==> src/rtl/axis_xfer_engine.sv <==
// AXI-Stream transfer engine: host-filled TX buffer played out as a stream master,
// and a length-limited RX capture buffer read back by address. Optional AXIS_TLAST_CHECK_EN.
module axis_xfer_engine #(
  parameter int DATA_W = 32,
  parameter int DEPTH  = 64,
  parameter int LEN_W  = $clog2(DEPTH+1)
) (
  input  logic                     clk,
  input  logic                     reset,
  input  logic                     wr_en,
  input  logic [DATA_W-1:0]        wr_data,
  output logic [LEN_W-1:0]         tx_count,
  output logic                     tx_ovf,
  input  logic                     tx_start,
  input  logic [LEN_W-1:0]         tx_len,
  output logic                     tx_busy,
  output logic                     tx_done,
  output logic                     tx_err,
  input  logic                     rx_arm,
  input  logic [LEN_W-1:0]         rx_len,
  output logic [LEN_W-1:0]         rx_count,
  output logic                     rx_done,
  output logic                     rx_lasterr,
  input  logic [$clog2(DEPTH)-1:0] rx_rd_addr,
  output logic [DATA_W-1:0]        rx_rd_data,
  output logic                     M_AXIS_TVALID,
  output logic [DATA_W-1:0]        M_AXIS_TDATA,
  output logic [DATA_W/8-1:0]      M_AXIS_TSTRB,
  output logic                     M_AXIS_TLAST,
  input  logic                     M_AXIS_TREADY,
  input  logic                     S_AXIS_TVALID,
  input  logic [DATA_W-1:0]        S_AXIS_TDATA,
  input  logic [DATA_W/8-1:0]      S_AXIS_TSTRB,
  input  logic                     S_AXIS_TLAST,
  output logic                     S_AXIS_TREADY
);

  localparam int AW = $clog2(DEPTH);
  localparam logic [LEN_W-1:0] DEPTH_L = LEN_W'(DEPTH);
  localparam logic [LEN_W-1:0] ONE     = LEN_W'(1);
  localparam logic [AW-1:0]    ADDR0   = '0;

  typedef enum logic [1:0] {TX_IDLE, TX_SEND, TX_DONE} tx_state_e;
  typedef enum logic       {RX_IDLE, RX_ARMED}         rx_state_e;

  logic [DATA_W-1:0] tx_mem [DEPTH];
  logic [DATA_W-1:0] rx_mem [DEPTH];

  // ---------------- TX path ----------------
  tx_state_e         tx_state_q, tx_state_d;
  logic [LEN_W-1:0]  tx_count_q, tx_ptr_q, tx_len_q, tx_ptr_nxt;
  logic [DATA_W-1:0] tx_data_q;
  logic              tx_ovf_q, tx_err_q;
  logic              tx_push, tx_drop, tx_accept, tx_reject, tx_hs, tx_last;

  assign M_AXIS_TVALID = (tx_state_q == TX_SEND);
  assign tx_last       = (tx_ptr_q == tx_len_q - ONE);
  assign M_AXIS_TLAST  = M_AXIS_TVALID && tx_last;
  assign M_AXIS_TDATA  = tx_data_q;
  assign M_AXIS_TSTRB  = '1;
  assign tx_hs         = M_AXIS_TVALID && M_AXIS_TREADY;
  assign tx_ptr_nxt    = tx_ptr_q + ONE;
  assign tx_busy       = M_AXIS_TVALID;
  assign tx_done       = (tx_state_q == TX_DONE);
  assign tx_count      = tx_count_q;
  assign tx_ovf        = tx_ovf_q;
  assign tx_err        = tx_err_q;

  // NOTE: every signal gets a default before the case so no path leaves it unassigned (no latches).
  always_comb begin
    tx_state_d = tx_state_q;
    tx_push    = 1'b0;
    tx_drop    = 1'b0;
    tx_accept  = 1'b0;
    tx_reject  = 1'b0;
    unique case (tx_state_q)
      TX_IDLE: begin
        if (wr_en) begin
          tx_push = (tx_count_q < DEPTH_L);
          tx_drop = !tx_push;
        end
        // Length is checked against the count before any same-cycle write.
        if (tx_start) begin
          if ((tx_len != '0) && (tx_len <= tx_count_q)) begin
            tx_accept  = 1'b1;
            tx_state_d = TX_SEND;
          end else begin
            tx_reject = 1'b1;
          end
        end
      end
      TX_SEND: begin
        tx_drop   = wr_en;
        tx_reject = tx_start;
        if (tx_hs && tx_last) tx_state_d = TX_DONE;
      end
      TX_DONE: begin
        tx_drop    = wr_en;
        tx_reject  = tx_start;
        tx_state_d = TX_IDLE;
      end
      default: tx_state_d = TX_IDLE;
    endcase
  end

  // NOTE: state registers use non-blocking assignments so every flop samples pre-edge values.
  always_ff @(posedge clk) begin
    if (reset) begin
      tx_state_q <= TX_IDLE;
      tx_count_q <= '0;
      tx_ptr_q   <= '0;
      tx_len_q   <= '0;
      tx_data_q  <= '0;
      tx_ovf_q   <= 1'b0;
      tx_err_q   <= 1'b0;
    end else begin
      tx_state_q <= tx_state_d;
      tx_err_q   <= tx_reject;
      if (tx_drop) tx_ovf_q <= 1'b1;
      if (tx_state_q == TX_DONE) tx_count_q <= '0;
      else if (tx_push)          tx_count_q <= tx_count_q + ONE;
      // TDATA is a register preloaded with the next beat, so it holds while stalled.
      if (tx_accept) begin
        tx_ptr_q  <= '0;
        tx_len_q  <= tx_len;
        tx_data_q <= tx_mem[ADDR0];
      end else if (tx_hs && !tx_last) begin
        tx_ptr_q  <= tx_ptr_nxt;
        tx_data_q <= tx_mem[tx_ptr_nxt[AW-1:0]];
      end
    end
  end

  // NOTE: buffer storage has no reset; the counts alone define which entries are valid.
  always_ff @(posedge clk) begin
    if (tx_push && !reset) tx_mem[tx_count_q[AW-1:0]] <= wr_data;
  end

  // ---------------- RX path ----------------
  rx_state_e         rx_state_q, rx_state_d;
  logic [LEN_W-1:0]  rx_count_q, rx_len_q, rx_count_inc;
  logic [DATA_W-1:0] rx_rd_data_q;
  logic              rx_done_q, rx_hs, rx_end, rx_lerr_set;

  assign S_AXIS_TREADY = (rx_state_q == RX_ARMED) && (rx_count_q < rx_len_q);
  assign rx_hs         = S_AXIS_TVALID && S_AXIS_TREADY;
  assign rx_count_inc  = rx_count_q + ONE;
  assign rx_count      = rx_count_q;
  assign rx_done       = rx_done_q;
  assign rx_rd_data    = rx_rd_data_q;

  always_comb begin
    rx_state_d  = rx_state_q;
    rx_end      = 1'b0;
    rx_lerr_set = 1'b0;
    // A re-arm restarts the capture; a word handshaken in that same cycle is discarded.
    if (rx_arm) begin
      rx_end     = (rx_len == '0);
      rx_state_d = rx_end ? RX_IDLE : RX_ARMED;
    end else if (rx_hs) begin
`ifdef AXIS_TLAST_CHECK_EN
      rx_end      = S_AXIS_TLAST || (rx_count_inc == rx_len_q);
      rx_lerr_set = (S_AXIS_TLAST && (rx_count_inc < rx_len_q)) ||
                    (!S_AXIS_TLAST && (rx_count_inc == rx_len_q));
`else
      rx_end      = (rx_count_inc == rx_len_q);
`endif
      if (rx_end) rx_state_d = RX_IDLE;
    end
  end

  always_ff @(posedge clk) begin
    if (reset) begin
      rx_state_q   <= RX_IDLE;
      rx_count_q   <= '0;
      rx_len_q     <= '0;
      rx_done_q    <= 1'b0;
      rx_rd_data_q <= '0;
    end else begin
      rx_state_q   <= rx_state_d;
      rx_done_q    <= rx_end;
      rx_rd_data_q <= rx_mem[rx_rd_addr];
      if (rx_arm) begin
        rx_count_q <= '0;
        rx_len_q   <= (rx_len > DEPTH_L) ? DEPTH_L : rx_len;
      end else if (rx_hs) begin
        rx_count_q <= rx_count_inc;
      end
    end
  end

  always_ff @(posedge clk) begin
    if (rx_hs && !rx_arm && !reset) rx_mem[rx_count_q[AW-1:0]] <= S_AXIS_TDATA;
  end

`ifdef AXIS_TLAST_CHECK_EN
  logic rx_lasterr_q;
  always_ff @(posedge clk) begin
    if (reset || rx_arm) rx_lasterr_q <= 1'b0;
    else if (rx_lerr_set) rx_lasterr_q <= 1'b1;
  end
  assign rx_lasterr = rx_lasterr_q;

  logic unused_ok;
  assign unused_ok = ^S_AXIS_TSTRB;
`else
  assign rx_lasterr = 1'b0;

  logic unused_ok;
  assign unused_ok = ^{S_AXIS_TSTRB, S_AXIS_TLAST, rx_lerr_set};
`endif

endmodule

==> config.mk <==
export PLATFORM = sky130hd
export DESIGN_NAME = axis_xfer_engine
export DESIGN_NICKNAME = d
export VERILOG_FILES = /design/src/rtl/axis_xfer_engine.sv
export SDC_FILE = /design/constraint.sdc
export NUM_CORES = 2
export LEC_CHECK = 0
export CORE_MARGIN = 4
export CORE_UTILIZATION = 35
export DETAILED_ROUTE_END_ITERATION = 10
export MAX_ROUTING_LAYER = met4
export PLACE_DENSITY_LB_ADDON = 0.25
export SLEW_MARGIN = 20
export SYNTH_ARGS = -nofsm -noshare
export SYNTH_HDL_FRONTEND = slang
export SYNTH_SLANG_ARGS = --single-unit
==> constraint.sdc <==
create_clock -name clk -period 4.2 [get_ports clk]
set_input_delay 0.63 -clock clk [delete_from_list [all_inputs] [get_ports clk]]
set_output_delay 0.63 -clock clk [all_outputs]
set_load 0.005 [all_outputs]
==> qor.yml <==
clockBufferDepth: 4
max_stage_delay_ns: 0.56
die-area_um2: 471000
syn2layout_area_growth_pct: 16.8
maxCapViolations: 0
async_flop_share_pct: 0
grt_util_all_layers_pct: 18.1
cts_tree: "yes"
h-tree-depth: 5
antenna_found_initial: 15
initial_core_util_pct: 35.2
numCtsBuffers: 422
required_ns: 3.57
die_h_um: 686
worstPathCellList: "inv_1, ha_1, o21ba_2, a221oi_2, a41oi_2, nor4_2, clkdlybuf4s50_1"
holdWs_ns: 0.0977
fmax_mhz: 251
drc: 0
arrival_ns: 3.35
fillers: 39600
grt_pass1_vias: 79500
period_share_pct: 94.7
vias_per_cell: 5.38
drive_gt1_share_pct: 30.4
core-area_um2: 457000
ys_types: 68
cp-end-kind: "output pin"
yosys_warnings: 0
synth-seq-cells: 4201
cts.sinks: 4201
grt_util_met1_pct: 23.4
setup_viol: 0
clk_pin_slew_worst_paths_ns: 0.06
num_rows: 248
crit_path_max_fanout: 8
finish.instance_area_um2: 188000
syn_inst: 7099
overflow: 0
hp-class: "in2reg"
io_buffers: 176
io_pins: 187
root_buffer: "clkbuf_16"
use_met2_pct: 30.7
utilization_pct: 41.1
dp.final_hpwl_um: 235000
status: "completed"
top_usage_layer: "met2"
grt_first_pass_wirelength_um: 600000
tns_ns: 0
leakagePower_nw: 57.2
synth_top_cell_area_share_pct: 76.4
first_pass_iters: 6
syn_area_um2: 161000
drtIter0Drc: 7893
gp_congestion: 0.802
path_buf_inv: 2
cp_top_family: "compound AO/OA/AOI/OAI gates"
grt_max_degree: 77
max_slew_margin_pct: 28.5
clock_skew_ns: 0.0698
syn_avg_cell_area_um2: 22.7
detail_route.wl_per_cell_um: 29.6
clock_latency_ns: 0.99
yosysTopAreaCell: "edfxtp_1"
postRouteAntennaNets: 0
final-hold-violation-count: 0
wl_um: 422000
synth_seq_area_share_pct: 77.7
dr_total_vias: 76600
yosys_most_used_dff: "edfxtp_1"
fin_crit_ns: 3.98
cpMaxStageDelayCell: "clkdlybuf4s50_1"
irDropWorstVdd_uv: 376
synthTopCellsByArea: "edfxtp_1 76%, mux4_2 17%, dfxtp_1 1.3%, nand2_1 0.75%, clkbuf_1 0.45%"
startpoint_type: "flop"
p_per_area_nw_per_um2: 466
tightest_slew_ns: 1.06
slew_violations: 0
synth_edf_count: 4096
grt_setup_unrepaired: "no"
placed_cell_area_um2: 174000
finalNetCount: 7834
die-width_um: 686
critPathKind: "reg2out"
grt_util_met3_pct: 2.22
## per-stage QoR
step           setup slack, ns  power (mW)  instances
2_1_floorplan           0.0336        48.9       7102
3_3_place_gp             0.553        50.6      13400
3_5_place_dp             0.617        50.7      13400
4_1_cts                 0.0389        88.6      14200
5_1_grt                 0.0375        90.6      14200
6_report                 0.222        87.6      14200
## registers in the layout, summed over array words and instances, names as in the netlist
register	flops
rx_rd_data	32
tx_state_q	2
rx_len_q	7
rx_count	7
tx_mem	2048
tx_err	1
rx_mem	2048
M_AXIS_TDATA	32
tx_len_q	7
rx_state_q	1
rx_done	1
tx_ovf	1
tx_ptr_q	7
tx_count	7
## cell type report
cell class	instances	area, um2	area share (%)
Sequential cell	4201	125000	66.5
Clock inverter	252	2620	1.39
Clock buffer	541	11400	6.04
Multi-Input combinational cell	2454	34900	18.6
Timing Repair Buffer	589	6130	3.26
Tap cell	6125	7660	4.08
Antenna cell	13	32.5	0.0173
Inverter	48	180	0.0958
## placed cells by master, fill, tap and decap left out, types with 27 or more instances in the layout
cell type / count
clkbuf_1: 89
mux4_2: 1188
and2_1: 40
buf_2: 28
nor2b_1: 43
nand2_1: 320
a21oi_1: 46
nand3_1: 100
nor2_1: 78
clkinv_2: 91
nor3_1: 46
edfxtp_1: 4096
clkdlybuf4s50_1: 105
bufinv_16: 44
clkbuf_16: 426
a31oi_1: 27
clkinv_1: 80
o21ai_0: 32
buf_4: 332
buf_12: 117
mux2i_1: 28
a211oi_1: 63
dfxtp_1: 102
or3_1: 29
inv_1: 44
nor2_4: 111
## path summary, 6_finish.rpt
path / from / endpoint / slack (ns) / depth (start not counted)
min: wr_data[23] / tx_mem[6][23] / 0.1 / 1
min reg2reg: tx_ovf / tx_ovf / 0.48 / 2
max: tx_len_q[0] / M_AXIS_TLAST / 0.22 / 7
max reg2reg: tx_ptr_q[2] / M_AXIS_TDATA[30] / 0.66 / 9
## routing by layer
| metal | part of all wire, % | up-vias | routed length, um |
|---|---|---|---|
| li1 | - | 31400 | - |
| met1 | 41 | 42300 | 172000 |
| met2 | 52 | 2308 | 217000 |
| met3 | 5.0 | 611 | 21200 |
| met4 | 2.7 | 0 | 11300 |
| met5 | 0 | - | 0 |
## synth_stat cells (5+ instances only)
master,number
nor3_1,64
mux4_2,1188
inv_1,45
and2_1,40
nor2_1,191
xor2_1,8
and3_1,9
o21a_1,5
a31oi_1,28
nand2_1,320
nor3b_1,8
buf_4,45
a22oi_1,15
a211oi_1,63
buf_2,113
nor4_1,7
o311ai_1,24
nand3b_1,5
buf_1,46
mux2i_1,28
nand2b_1,5
or3_1,29
clkbuf_1,191
a21oi_1,46
xnor2_1,26
o221ai_1,23
o22ai_1,26
o21ai_0,32
ha_1,22
nand3_1,100
nand4_1,17
edfxtp_1,4096
o21ai_1,7
dfxtp_1,105
nor2b_1,43
o2111ai_1,22
## where the power goes
part	internal, mW	switching (mW)
combinational	1.50	2.04
sequential	46.1	0.112
clock	21.9	16.0
total	69.4	18.2
## logic make-up after synthesis
family,count (synthesis),share of synthesized area (%)
adders and majority gates,22,0.171
and+or+nand+nor,852,2.42
xor gates and xnor gates,36,0.209
DFF,4201,77.7
muxes,1219,16.8
other,2,0.00467
buffers and inverters,447,1.25
AOI/OAI and AO/OA,320,1.40
## what timing repair did
action,CTS,global route
hold buffers,2,0
resized for setup,2,3
gates cloned,0,0
endpoints found under the setup margin,2,1
setup buffers,1,0
endpoints found under the hold margin,8,0
pin swaps,0,1
No activity file was read; power rests on OpenSTA's default activity.
